--- src/rtl/switch_loader32_if.sv ---
// Byte-wide switch loader bus: switch byte, lane select, raw button, clear,
// and the assembled 32-bit register with its status flags.
interface switch_loader32_if;
    logic [7:0]  din;
    logic [1:0]  sel;
    logic        load_btn;
    logic        clr;
    logic [31:0] value;
    logic [3:0]  lanes_written;
    logic        full;
    logic        write_strobe;

    modport master (
        output din, sel, load_btn, clr,
        input  value, lanes_written, full, write_strobe
    );

    modport slave (
        input  din, sel, load_btn, clr,
        output value, lanes_written, full, write_strobe
    );
endinterface

--- src/rtl/switch_loader32.sv ---
// Loads a 32-bit register one byte lane at a time from slide switches,
// committing on each debounced push-button press.
//
// state   | meaning
// IDLE    | button released and stable, waiting for a press
// PRESS   | button seen high, counting consecutive high samples
// HELD    | press accepted (one commit issued), waiting for release
// RELEASE | button seen low, counting consecutive low samples
module switch_loader32 #(
    parameter int DEBOUNCE_CYCLES = 4
) (
    input  logic              clk,
    input  logic              rst,
    switch_loader32_if.slave  bus
);
    localparam int CW = $clog2(DEBOUNCE_CYCLES) + 1;
    localparam logic [CW-1:0] CNT_LAST = CW'(DEBOUNCE_CYCLES - 1);
    localparam logic [CW-1:0] CNT_ONE  = CW'(1);

    typedef enum logic [1:0] {IDLE, PRESS, HELD, RELEASE} state_t;

    state_t        state, state_nxt;
    logic [CW-1:0] cnt, cnt_nxt;
    logic          commit;
    logic          b_m, b_s;
    logic [31:0]   value;
    logic [3:0]    lanes_written;
    logic          write_strobe;

    always_ff @(posedge clk or posedge rst) begin
        if (rst) begin
            b_m <= 1'b0;
            b_s <= 1'b0;
        end else begin
            b_m <= bus.load_btn;
            b_s <= b_m;
        end
    end

    always_ff @(posedge clk or posedge rst) begin
        if (rst) begin
            state <= IDLE;
            cnt   <= '0;
        end else begin
            state <= state_nxt;
            cnt   <= cnt_nxt;
        end
    end

    always_comb begin
        state_nxt = state;
        cnt_nxt   = cnt;
        commit    = 1'b0;
        case (state)
            IDLE: begin
                if (b_s) begin
                    state_nxt = PRESS;
                    cnt_nxt   = CNT_ONE;
                end
            end
            PRESS: begin
                if (!b_s) begin
                    state_nxt = IDLE;
                    cnt_nxt   = '0;
                end else if (cnt == CNT_LAST) begin
                    state_nxt = HELD;
                    cnt_nxt   = '0;
                    commit    = 1'b1;
                end else begin
                    cnt_nxt = cnt + CNT_ONE;
                end
            end
            HELD: begin
                if (!b_s) begin
                    state_nxt = RELEASE;
                    cnt_nxt   = CNT_ONE;
                end
            end
            RELEASE: begin
                if (b_s) begin
                    state_nxt = HELD;
                    cnt_nxt   = '0;
                end else if (cnt == CNT_LAST) begin
                    state_nxt = IDLE;
                    cnt_nxt   = '0;
                end else begin
                    cnt_nxt = cnt + CNT_ONE;
                end
            end
            default: begin
                state_nxt = IDLE;
                cnt_nxt   = '0;
            end
        endcase
    end

    // clr overrides a coincident commit; the FSM still consumes the press.
    always_ff @(posedge clk or posedge rst) begin
        if (rst) begin
            value         <= '0;
            lanes_written <= '0;
            write_strobe  <= 1'b0;
        end else if (bus.clr) begin
            value         <= '0;
            lanes_written <= '0;
            write_strobe  <= 1'b0;
        end else begin
            write_strobe <= commit;
            if (commit) begin
                value[{bus.sel, 3'b000} +: 8] <= bus.din;
                lanes_written[bus.sel]        <= 1'b1;
            end
        end
    end

    assign bus.value         = value;
    assign bus.lanes_written = lanes_written;
    assign bus.full          = &lanes_written;
    assign bus.write_strobe  = write_strobe;
endmodule

--- src/flat_wrapper.sv ---
// flat-port wrapper written by rule: the top's interface ports become plain ports
module switch_loader32_flat 
#(
    parameter int DEBOUNCE_CYCLES = 4
)
  (clk, rst, bus_din, bus_sel, bus_load_btn, bus_clr, bus_value, bus_lanes_written, bus_full, bus_write_strobe);
  switch_loader32_if bus_i ();
  input  logic clk;
  input  logic rst;
  input wire logic [$bits(bus_i.din)-1:0] bus_din;
  input wire logic [$bits(bus_i.sel)-1:0] bus_sel;
  input wire logic [$bits(bus_i.load_btn)-1:0] bus_load_btn;
  input wire logic [$bits(bus_i.clr)-1:0] bus_clr;
  output wire logic [$bits(bus_i.value)-1:0] bus_value;
  output wire logic [$bits(bus_i.lanes_written)-1:0] bus_lanes_written;
  output wire logic [$bits(bus_i.full)-1:0] bus_full;
  output wire logic [$bits(bus_i.write_strobe)-1:0] bus_write_strobe;
  assign bus_i.din = bus_din;
  assign bus_i.sel = bus_sel;
  assign bus_i.load_btn = bus_load_btn;
  assign bus_i.clr = bus_clr;
  assign bus_value = bus_i.value;
  assign bus_lanes_written = bus_i.lanes_written;
  assign bus_full = bus_i.full;
  assign bus_write_strobe = bus_i.write_strobe;
  switch_loader32 #(.DEBOUNCE_CYCLES(DEBOUNCE_CYCLES)) u_core (.clk(clk), .rst(rst), .bus(bus_i));
endmodule
--- config.mk ---
export PLATFORM = sky130hd
export DESIGN_NAME = switch_loader32_flat
export DESIGN_NICKNAME = d
export VERILOG_FILES = /design/src/rtl/switch_loader32_if.sv /design/src/rtl/switch_loader32.sv /design/src/flat_wrapper.sv
export SDC_FILE = /design/constraint.sdc
export NUM_CORES = 1
export LEC_CHECK = 0
export BUFFER_PORTS_ARGS = -buffer_cell sky130_fd_sc_hd__buf_2
export CAP_MARGIN = 20
export CORE_ASPECT_RATIO = 0.8
export CORE_MARGIN = 2
export CORE_UTILIZATION = 53
export DETAILED_ROUTE_END_ITERATION = 16
export PLACE_DENSITY = 0.88
export REMOVE_ABC_BUFFERS = 1
export SETUP_SLACK_MARGIN = 0.3
export SLEW_MARGIN = 0
export SYNTH_ARGS = -nofsm -noshare
export SYNTH_HDL_FRONTEND = slang
export SYNTH_SLANG_ARGS = --single-unit
export TNS_END_PERCENT = 10
--- constraint.sdc ---
create_clock -name clk -period 1.9 [get_ports clk]
set_clock_uncertainty 0.15 [all_clocks]
set_input_delay 0.095 -clock clk [delete_from_list [all_inputs] [get_ports clk]]
set_output_delay 0.095 -clock clk [all_outputs]
set_load 0.02 [all_outputs]
### Word-level counts from Yosys, hierarchy flattened

Index checks and enable logic that the tools add are counted.

* $add $sub $neg: 2
* magnitude comparators: 2
* equal/unequal tests: 8
* shift operators: 2
* multiplexer cells: 24
* bitwise logic cells: 1
* reduce and logical (&&, ||, !) cells: 6

Operator list (count)
* $mux W32: 2
* $bwmux W32: 1
* $shift A8 B7 Y32 const A: 1
* $shiftx A8 B7 Y32: 1
* $mux W3: 5
* $mux W2: 6
* $pmux W3 S4: 1
* $mux W4: 2
* $pmux W2 S4: 1
* $reduce_and A4 Y1: 2
* $neg A5 Y7: 1
* $mux W1: 5
* $eq A2 B2 Y1 const B: 2
* $or A4 B4 Y4: 1
* $add A3 B1 Y3 const B: 1
* $eq A3 B2 Y1 const B: 1
* $lt A2 B3 Y1 const B: 1
* $ne A3 B1 Y1 const B: 1
* $ne A3 B3 Y1 const B: 1
* $demux W1 S2: 1
* $eq A2 B1 Y1 const B: 1
* $ge A2 B1 Y1 const B: 1
* $logic_not A2 Y1: 1
* $ne A2 B1 Y1 const B: 1
* other kinds (4): 4

* bits in registers: 44
* input bits: 14
* output and inout port bits: 38
* logic and storage cells: 52

### Logic depth before layout (Yosys ltp)

Gate-level depths: netlist of run 1.

* depth in word-level cells: 7
* depth in mapped cells: 8

### Least setup slack after synthesis of run 1

Ideal clock, no wire load.

* kind: input-to-reg
* start: input bus_sel[0]
* end: register u_core.value[20], in the netlist u_core.bus.value[20]
* setup time: 0.078 ns
* arrival: 1.389 ns
* data required time: 1.672 ns
* path slack: 0.283 ns
* cell stages on the path: 8
* buffers on the path: 3
* cell sequence: buf_4 -> inv_1 -> ha_1 -> buf_2 -> nor4bb_1 -> buf_2 -> nand4_1 -> a21oi_1

* word-level cells in the longest chain between the ends: 5

RTL lines
* start, declared: line flat_wrapper.sv:11 `input wire logic [$bits(bus_i.sel)-1:0] bus_sel;`
* $neg A5 Y7 (*): line switch_loader32.sv:110 `value[{bus.sel, 3'b000} +: 8] <= bus.din;`
* $shiftx A8 B7 Y32 / $shift A8 B7 Y32 (equally long branches): line switch_loader32.sv:110
* $bwmux W32 (*): line switch_loader32.sv:110
* $mux W32 (*): line switch_loader32.sv:109 `if (commit) begin`
* $mux W32 (*): line switch_loader32.sv:103 `end else if (bus.clr) begin`
* end signal, assigned by index: line switch_loader32.sv:110
* end, declared: line switch_loader32.sv:26 `logic [31:0] value;`

Mark *: on every way between the ends. The rest lies on a longest branch, timed or not. The select of a mux whose other input is x is not followed.
A chain may end at the register's enable or synchronous reset.

### Final worst setup path of run 1

* start: register u_core.cnt[2]
* end: register u_core.value[11], in the netlist u_core.bus.value[11]

* word-level cells in the longest chain between the ends: 5

RTL lines
* start, declared: line switch_loader32.sv:23 `logic [CW-1:0] cnt, cnt_nxt;`
* start signal, assigned: line switch_loader32.sv:46 `cnt <= cnt_nxt;`
* $eq A3 B2 Y1: line switch_loader32.sv:65 `end else if (cnt == CNT_LAST) begin`
* $mux W1: line switch_loader32.sv:65
* $mux W1: line switch_loader32.sv:62 `if (!b_s) begin`
* $mux W1: line switch_loader32.sv:54 `case (state)`
* $reduce_bool A2 Y1 (no line)

No other way between the ends.

==> results.json, run 1 <==
{
  "status": "complete, no violations",
  "end_kind": "flop",
  "leakagePower_nw": 1.272,
  "clk_pin_slew_worst_paths_ps": 80,
  "critical_path.top_delay_family": "simple AND/OR/NAND/NOR gates",
  "cp.arrival_ps": 1630,
  "critical_path_required_ps": 1960,
  "setup_tns_ps": 0,
  "fp.dieW_um": 76.17,
  "timing.hold.ws_ps": 40.28,
  "placed_area_mm2": 0.002504,
  "final_cell_area_mm2": 0.002750,
  "antenna_left": 0,
  "ios": 52,
  "antenna_found_initial": 0,
  "power.share.clock_pct": 25.9,
  "vias": 1987,
  "drcViolationCount": 0,
  "grt_setup_unrepaired": "yes",
  "r2r_slack_ps": 330,
  "cts_tree": "built",
  "ys_top_cells_by_area": "dfrtp_1, nand4_1, a21oi_1, ha_1, o21ai_0",
  "drt-total-wl_um": 5644,
  "vias_per_cell": 6.003,
  "p_switching_uw": 707.9,
  "overflow": 0,
  "reg2regPathDepth": 3,
  "insertion_delay_ps": 300,
  "maxSlewHeadroom_pct": 49.17,
  "power_mw": 2.166,
  "min_period_ps": 1574,
  "rows": 20,
  "grt_pass1_vias": 1825,
  "fin_nets": 298,
  "yosysTopAreaCellShare_pct": 49.86,
  "crit_buf_inv": 0,
  "ys_seq_area_share_pct": 49.86,
  "cts_max_path_buffers": 2,
  "synth_warnings": 0,
  "holdPathEnd": "u_core.bus.value[11]",
  "drv_slew": 0,
  "hold_class": "input pin to flop",
  "wire_per_inst_um": 17.05,
  "layout_common_cells": "buf_2, dfrtp_1, a21oi_1",
  "grt_pass1_wl_um": 9080,
  "irDropWorstVdd_mv": 0.5526,
  "worst-path-max-fanout": 8,
  "layout_commonest_cell": "buf_2",
  "port_buffers": 51,
  "min_path_cells": 3,
  "critPathLaunchType": "flop",
  "synth_top_cell_by_area": "dfrtp_1",
  "place_hpwl_um": 3609,
  "grt_max_degree": 46,
  "core_mm2": 0.003904,
  "place_congestion": 0.8592,
  "min_period_over_period_pct": 82.82,
  "filler_cell_count": 315,
  "final_hold_viol_count": 0,
  "diodes": 0,
  "r2r-end": "u_core.bus.value[11]",
  "min-delay-start": "bus_sel[0]",
  "drtIter0Drc": 230,
  "cts_inserted_buffers": 5,
  "dieArea_mm2": 0.004702,
  "start_util_pct": 56.57,
  "clockRootBuffer": "clkbuf_8",
  "switching_share_pct": 32.69,
  "die_height_um": 61.74,
  "pwr_density_cell_mw_per_mm2": 787.4,
  "synth.distinct_cells": 34,
  "cp_cell_sequence": "and4bb_4 -> nand3_2 -> o32ai_1",
  "pwr-share-seq_pct": 47.8,
  "crit_type": "flop to flop",
  "drtPass1Iterations": 4,
  "rr_startpoint": "u_core.cnt[2]",
  "tightest_slew_ps": 762.4,
  "syn_inst": 212,
  "synth.cell_area_mm2": 0.002208,
  "synth-seq-cells": 44,
  "area_delta_synth_final_pct": 24.53,
  "grtUsageTotal_pct": 25.47,
  "p_int_mw": 1.458,
  "ctsHtreeMaxLevel": 2,
  "maxCapViolCount": 0,
  "critical-path-max-stage-delay_ps": 410,
  "max_freq_mhz": 635.5,
  "cpMaxStageDelayCell": "dfrtp_1",
  "layout-drive-gt1-share_pct": 31.88,
  "syn-mean-instance-area_um2": 10.42,
  "comb_power_share_pct": 26.3,
  "setup_viol": 0,
  "fin_util_pct": 70.45,
  "clkSinkCount": 44
}
-- sequential cells by signal, indices dropped and copies added, names as in the netlist, named ones only --
signal / flops
u_core.b_m: 1
u_core.b_s: 1
u_core.bus.lanes_written: 4
u_core.bus.value: 32
u_core.bus.write_strobe: 1
u_core.cnt: 3
u_core.state: 1
-- power groups by stage --
stage / Sequential (mW) / Clock [mW] / Combinational (mW)
global route: 1.04 / 0.607 / 0.613
global placement: 1.04 / 0 / 0.448
finish: 1.04 / 0.561 / 0.568
detailed placement: 1.05 / 0 / 0.463
floorplan: 1.04 / 0 / 0.278
CTS: 1.03 / 0.565 / 0.510
-- worst min-delay path, cell delays in order --
cell,delay [ps]
buf_2,150
nand3b_4,130
o32ai_1,80
-- per-stage QoR --
step           cells  setup slack (ps)
6_report         331             326.3
5_1_grt          331             264.2
4_1_cts          330             282.3
3_5_place_dp     311             191.9
3_3_place_gp     311             225.3
2_1_floorplan    194            -145.5
-- worst max-delay path by stage --
| stage | start | end | slack (ps) | depth (start not counted) |
|---|---|---|---|---|
| final | u_core.cnt[2] | u_core.bus.value[11] | 330 | 3 |
| after global routing | flop | u_core.bus.value[2] | 260 | 4 |
| after CTS | u_core.cnt[0] | u_core.bus.value[29] | 280 | 5 |
| after detailed placement | bus_sel[0] | u_core.bus.value[15] | 190 | 6 |
| after global placement | bus_sel[0] | u_core.bus.value[20] | 230 | 7 |
| after floorplan | u_core.cnt[0] | u_core.cnt[2] | -150 | 4 |
-- cell families after synthesis --
family / synth area share (%)
multiplexers: 0.5099
XOR/XNOR: 0.3967
adder cells (fa/ha/maj): 4.533
buffers and inverters: 6.912
AND/OR/NAND/NOR: 20.62
AO/OA/AOI/OAI: 17.17
flip-flops: 49.86
-- final cells by class --
class                      instances  area (um^2)  share of cell area (%)
clock inverter                     1        5.005                  0.1820
timing repair buffer              75        471.7                   17.15
sequential                        44         1101                   40.04
clock buffer                       6        72.57                   2.639
inverter                          11        42.54                   1.547
multi-input combinational        139        988.4                   35.94
tap                               55        68.82                   2.502
-- synthesized netlist by cell type --
cell type	count
clkbuf_1	6
nor2b_1	1
and4_1	1
inv_1	9
nand4b_1	1
buf_4	1
o32ai_1	8
and4bb_4	1
nand2b_1	5
ha_1	8
or3b_2	6
xor2_1	1
o21ai_0	18
nand4_1	24
and3_1	2
clkinv_1	2
mux2_2	1
nand3_2	1
nor2_1	5
nor3_1	1
nor3b_1	8
nand4bb_1	1
nor4bb_1	2
buf_6	1
buf_2	8
dfrtp_1	44
o21a_1	2
nand2_1	3
buf_8	2
and2_1	2
a31oi_1	3
a21oi_1	25
o31ai_1	8
nand3b_4	1
-- timing repair --
| item | CTS | global route |
|---|---|---|
| pin swaps | 1 | 0 |
| hold endpoints to repair | 63 | 0 |
| resized for setup | 4 | 8 |
| cloned | 0 | 0 |
| hold buffers | 10 | 0 |
| endpoints found under the setup margin | 33 | 31 |
| buffers inserted | 2 | 1 |
-- per-layer routing --
metal | vias up | part of all wire [%] | track usage [%]
met1 | 963 | 43 | 34.38
met3 | 13 | 8.5 | 6.358
met5 | - | 0 | 0
met4 | 0 | 2.0 | 10.65
met2 | 99 | 47 | 40.94
li1 | 912 | - | -
Note: power is estimated with default switching activity, not from simulation.
==> run 2, diff against run 1 <==
clock period = 1.5 ns   (was 1.9 ns; I/O delays follow)
==> run 2 against run 1 <==
Net effect: critical endpoint is now u_core.bus.value[20]; register-to-register slack worse by 330 ps; largest power group unchanged; utilization is 4.3 points higher; non-clock buffer count is 10 higher; the run now ends with setup timing left; highest routed layer unchanged.
==> results.json, run 2 (same netlist as run 1, synthesis figures left out) <==
{
  "pwr_density_cell_mw_per_mm2": 1061,
  "drv_slew": 0,
  "r2r-end": "u_core.bus.value[20]",
  "regMostFlops": "u_core.bus.value",
  "antenna_left": 0,
  "hold_class": "input pin to flop",
  "layout.area.seq_mm2": 0.001101,
  "grt_setup_unrepaired": "yes",
  "multi_input_area_mm2": 0.001007,
  "layout_common_cells": "buf_2, dfrtp_1, nand4_1",
  "layout_commonest_cell": "buf_2",
  "port_buffers": 51,
  "drcViolationCount": 0,
  "clkSinkCount": 44,
  "ios": 52,
  "cp.arrival_ps": 1580,
  "max_freq_mhz": 663.9,
  "power_mw": 3.095,
  "dp_slack_ps": -112.7,
  "place_hpwl_um": 3826,
  "grt_pass1_vias": 1853,
  "final_hold_viol_count": 0,
  "violations": "setup timing",
  "grt_pass1_wl_um": 9377,
  "setup_tns_ps": -6.355,
  "area_delta_synth_final_pct": 32.12,
  "clockRootBuffer": "clkbuf_8",
  "worst-path-max-fanout": 17,
  "ctsHtreeMaxLevel": 2,
  "critical_path_required_ps": 1580,
  "min_path_cells": 3,
  "setup_slack_ps": -6.355,
  "irDropWorstVdd_mv": 0.7914,
  "grt_max_degree": 45,
  "drt-total-wl_um": 5940,
  "setup_viol": 1,
  "end_kind": "flop",
  "vias_per_cell": 6.006,
  "wire_per_inst_um": 17.37,
  "min-delay-start": "bus_din[5]",
  "min_period_over_period_pct": 100.4,
  "cts_max_path_buffers": 2,
  "cts_tree": "built",
  "dieArea_mm2": 0.004702,
  "reg2regPathDepth": 4,
  "clk_pin_slew_worst_paths_ps": 90,
  "drtIter0Drc": 189,
  "cp_cell_sequence": "and4bb_4 -> buf_8 -> nand4_1 -> a21oi_1",
  "placed_cells": 323,
  "place_congestion": 0.8545,
  "fin_nets": 308,
  "crit_type": "flop to flop",
  "rows": 20,
  "grtUsageTotal_pct": 26.59,
  "holdPathEnd": "u_core.bus.value[13]",
  "overflow": 0,
  "start_util_pct": 56.57,
  "r2r_slack_ps": -6,
  "critPathLaunchType": "flop",
  "status": "finished, violations left",
  "filler_cell_count": 281,
  "cts_inserted_buffers": 5,
  "die_height_um": 61.74,
  "largest_reg_flops": 32,
  "drtPass1Iterations": 4,
  "diodes": 0,
  "vias": 2054,
  "layout-drive-gt1-share_pct": 36.93,
  "tightest_slew_ps": 458.7,
  "antenna_found_initial": 0,
  "insertion_delay_ps": 300,
  "leakagePower_nw": 1.346,
  "core_mm2": 0.003904,
  "reg.largest.list": "u_core.bus.value (32), u_core.bus.lanes_written (4), u_core.cnt (3)",
  "fin_util_pct": 74.74,
  "min_period_ps": 1506,
  "cpMaxStageDelayCell": "dfrtp_1",
  "final-instance-count-excl-fill": 342,
  "fp.dieW_um": 76.17,
  "critical-path-max-stage-delay_ps": 410,
  "maxSlewHeadroom_pct": 69.32,
  "maxCapViolCount": 0
}
==> run 2: critical path: cells and delay by family, from the launching register on <==
family	cells	cell delay, ps
AOI/OAI and AO/OA	1	180
buffers and inverters	1	170
DFF	1	410
and+or+nand+nor	2	520
==> run 2: power breakdown <==
group,switching [mW],total [mW],internal [mW]
combinational,0.481,0.831,0.350
sequential,0.0517,1.29,1.24
clock,0.425,0.970,0.545
==> run 2: metrics by stage <==
stage	instance area [um^2]	hold slack [ps]
floorplan	2097	-43.57
global placement	2606	0.4393
detailed placement	2606	5.422
CTS	2878	20.33
global route	2918	31.93
finish	2918	28.14
==> run 2: final cells by class <==
class	instances	share of cell area, %
Sequential cell	44	37.74
Multi-Input combinational cell	139	34.52
Timing Repair Buffer	85	19.77
Clock buffer	6	2.830
Tap cell	55	2.358
Inverter	11	1.458
Clock inverter	2	1.329
==> run 2: how the worst max path moves through the flow <==
stage	startpoint	cells past startpoint	slack, ps	endpoint
final	flop	4	-6	u_core.bus.value[20]
after global routing	u_core.cnt[2]	4	-60	u_core.bus.value[0]
after CTS	flop	4	8	u_core.bus.value[28]
after detailed placement	u_core.cnt[0]	4	-110	u_core.bus.value[7]
after global placement	bus_sel[1]	7	-40	u_core.bus.value[25]
after floorplan	u_core.cnt[0]	4	-550	u_core.cnt[2]
==> run 2: per-layer routing <==
layer  part of all wire, %  vias up  wire length, um  global-route usage [%]
li1                      -      935                -                       -
met1                    46     1029             2717                   36.78
met5                     0        -                0                       0
met2                    47       80             2798                   44.01
met4                   1.3        0               76                   7.273
met3                   5.8       10              346                   5.925
==> run 2: repair_timing <==
item | CTS | global route
hold buffers | 10 | 0
endpoints found under the setup margin | 43 | 43
buffers inserted | 1 | 0
pin swaps | 0 | 3
hold endpoints to repair | 63 | 0
resized for setup | 13 | 15
==> run 3, diff against run 2 <==
PLACE_DENSITY = 0.84   (was 0.88)
==> run 3 against run 2 <==
Net effect: the flow still finishes with violations (setup timing); clock power decreased by 21%; design area increased by 0.60%; hold slack got worse by 14 ps; critical path depth decreased by 1; register-to-register slack got worse by 80 ps; combinational power increased by 5.9%; flip-flop and latch count unchanged; routed wire length increased by 3.9%; setup slack got worse by 77 ps; power decreased by 5.0%; die area unchanged; first-iteration DRC count increased by 41%; critical path type unchanged; critical endpoint is now u_core.bus.value[8].
==> results.json, run 3 (same netlist as run 1, synthesis figures left out) <==
{
  "grt_setup_unrepaired": "yes",
  "clk_pin_slew_worst_paths_ps": 90,
  "cpMaxStageDelayCell": "dfrtp_2",
  "critical-path-max-stage-delay_ps": 450,
  "critPathLaunchType": "flop",
  "layout_commonest_cell": "buf_2",
  "timing.hold.ws_ps": 13.85,
  "grt_pass1_vias": 1971,
  "diodes": 0,
  "switching_share_pct": 33.99,
  "end_kind": "flop",
  "crit_buf_inv": 0,
  "min-delay-start": "bus_din[4]",
  "r2r-end": "u_core.bus.value[8]",
  "vias_per_cell": 6.044,
  "rr_startpoint": "u_core.b_s",
  "regMostFlops": "u_core.bus.value",
  "fin_util_pct": 75.19,
  "cts_tree": "built",
  "min_period_over_period_pct": 105.6,
  "fin_nets": 310,
  "place_hpwl_um": 3987,
  "p_int_mw": 1.941,
  "tightest_slew_ps": 417.8,
  "grtUsageTotal_pct": 27.26,
  "worst-path-max-fanout": 8,
  "leakagePower_nw": 1.355,
  "placed_area_mm2": 0.002621,
  "critical_path.top_delay_family": "simple AND/OR/NAND/NOR gates",
  "fp.dieW_um": 76.17,
  "clockRootBuffer": "clkbuf_8",
  "pwr_density_cell_mw_per_mm2": 1002,
  "layout_common_cells": "buf_2, dfrtp_1, nand4_1, a21oi_1, buf_4",
  "grt_pass1_wl_um": 9798,
  "largest_reg_flops": 32,
  "clkSinkCount": 44,
  "min_path_cells": 3,
  "ios": 52,
  "wire_per_inst_um": 17.94,
  "die_height_um": 61.74,
  "violations": "setup timing",
  "setup_viol": 1,
  "rows": 20,
  "core_mm2": 0.003904,
  "pwr-share-seq_pct": 44.1,
  "cts_inserted_buffers": 5,
  "cp_cell_sequence": "and4bb_4 -> and3_2 -> o32ai_1",
  "crit_type": "flop to flop",
  "status": "finished, violations left",
  "maxCapViolCount": 0,
  "setup_tns_ps": -83.55,
  "vias": 2079,
  "power.share.clock_pct": 26.0,
  "insertion_delay_ps": 310,
  "ctsHtreeMaxLevel": 2,
  "cts_max_path_buffers": 2,
  "filler_cell_count": 266,
  "drcViolationCount": 0,
  "overflow": 0,
  "max_freq_mhz": 631.5,
  "grt_max_degree": 45,
  "placed_cells": 325,
  "antenna_left": 0,
  "dieArea_mm2": 0.004702,
  "min_period_ps": 1584,
  "dp_slack_ps": -140.5,
  "cp.arrival_ps": 1620,
  "setup_slack_ps": -83.55,
  "area_delta_synth_final_pct": 32.92,
  "r2r_slack_ps": -80,
  "drv_slew": 0,
  "hold_class": "input pin to flop",
  "critical_path_required_ps": 1530,
  "final_hold_viol_count": 0,
  "maxSlewHeadroom_pct": 72.14,
  "irDropWorstVdd_mv": 0.6704,
  "final_cell_area_mm2": 0.002935,
  "drt-total-wl_um": 6173,
  "comb_power_share_pct": 29.9,
  "port_buffers": 51,
  "layout-drive-gt1-share_pct": 39.10,
  "final-instance-count-excl-fill": 344,
  "start_util_pct": 56.57,
  "holdPathEnd": "u_core.bus.value[12]",
  "reg2regPathDepth": 3,
  "reg.largest.list": "u_core.bus.value (32), u_core.bus.lanes_written (4), u_core.cnt (3)",
  "drtPass1Iterations": 5,
  "p_switching_uw": 999.3,
  "power_mw": 2.940,
  "antenna_found_initial": 0,
  "drtIter0Drc": 266,
  "place_congestion": 0.8832
}
## run 3: cell count changes in the layout (fill, tap and decap cells not counted), moves of 2 or more
| cell | before | now |
|---|---|---|
| buf_4 | 19 | 21 |
| clkinvlp_4 | 0 | 2 |
| a21oi_1 | 20 | 24 |
| o21ai_1 | 6 | 8 |
| a21oi_2 | 5 | 1 |
| o32ai_2 | 0 | 3 |
| o32ai_1 | 8 | 5 |
| o21ai_0 | 12 | 9 |
## run 3: cell type report
type / count / area (um^2) / area share (%)
clock buffers: 5 / 68.82 / 2.344
flip-flops and latches: 44 / 1102 / 37.55
inverters: 11 / 43.79 / 1.492
clock inverters: 3 / 23.77 / 0.8099
repair buffers: 87 / 581.8 / 19.82
multi-input cells: 139 / 1046 / 35.63
well taps: 55 / 68.82 / 2.344
## run 3: timing repair
action                                 CTS  global route
buffers inserted                         1             0
gates resized for setup                 10            26
cloned                                   0             0
endpoints found under the hold margin   63             0
setup endpoints to repair               43            43
hold buffers                            10             0
pin swaps                                0             1
## run 3: tightest hold or removal path, delay by kind of cell
kind,cells,cell delay [ps]
compound gates,1,50
buf+inv,1,120
simple gates,1,180
## run 3: how the worst max path moves through the flow
stage / slack, ps / startpoint / depth (start not counted) / endpoint
6_report: -80 / u_core.b_s / 3 / u_core.bus.value[8]
3_3_place_gp: -50 / bus_sel[0] / 8 / u_core.bus.value[23]
5_1_grt: -160 / u_core.b_s / 3 / u_core.bus.value[8]
4_1_cts: 40 / flop / 4 / u_core.bus.value[7]
3_5_place_dp: -140 / u_core.cnt[0] / 4 / u_core.bus.value[1]
2_1_floorplan: -550 / u_core.cnt[0] / 4 / u_core.cnt[2]
## run 3: power by group through the flow
stage / sequential (mW) / combinational [mW] / clock (mW)
2_1_floorplan: 1.31 / 0.352 / 0
3_5_place_dp: 1.31 / 0.690 / 0
4_1_cts: 1.29 / 0.785 / 0.768
6_report: 1.30 / 0.880 / 0.764
5_1_grt: 1.31 / 0.950 / 0.806
3_3_place_gp: 1.31 / 0.662 / 0
## run 3: per-layer routing
metal  vias to the layer above  share of wire, %  track usage [%]
met1                      1024                44            38.73
met2                       106                47            44.26
met4                         0               1.4            9.351
met5                         -                 0                0
li1                        938                 -                -
met3                        11               8.0            4.624
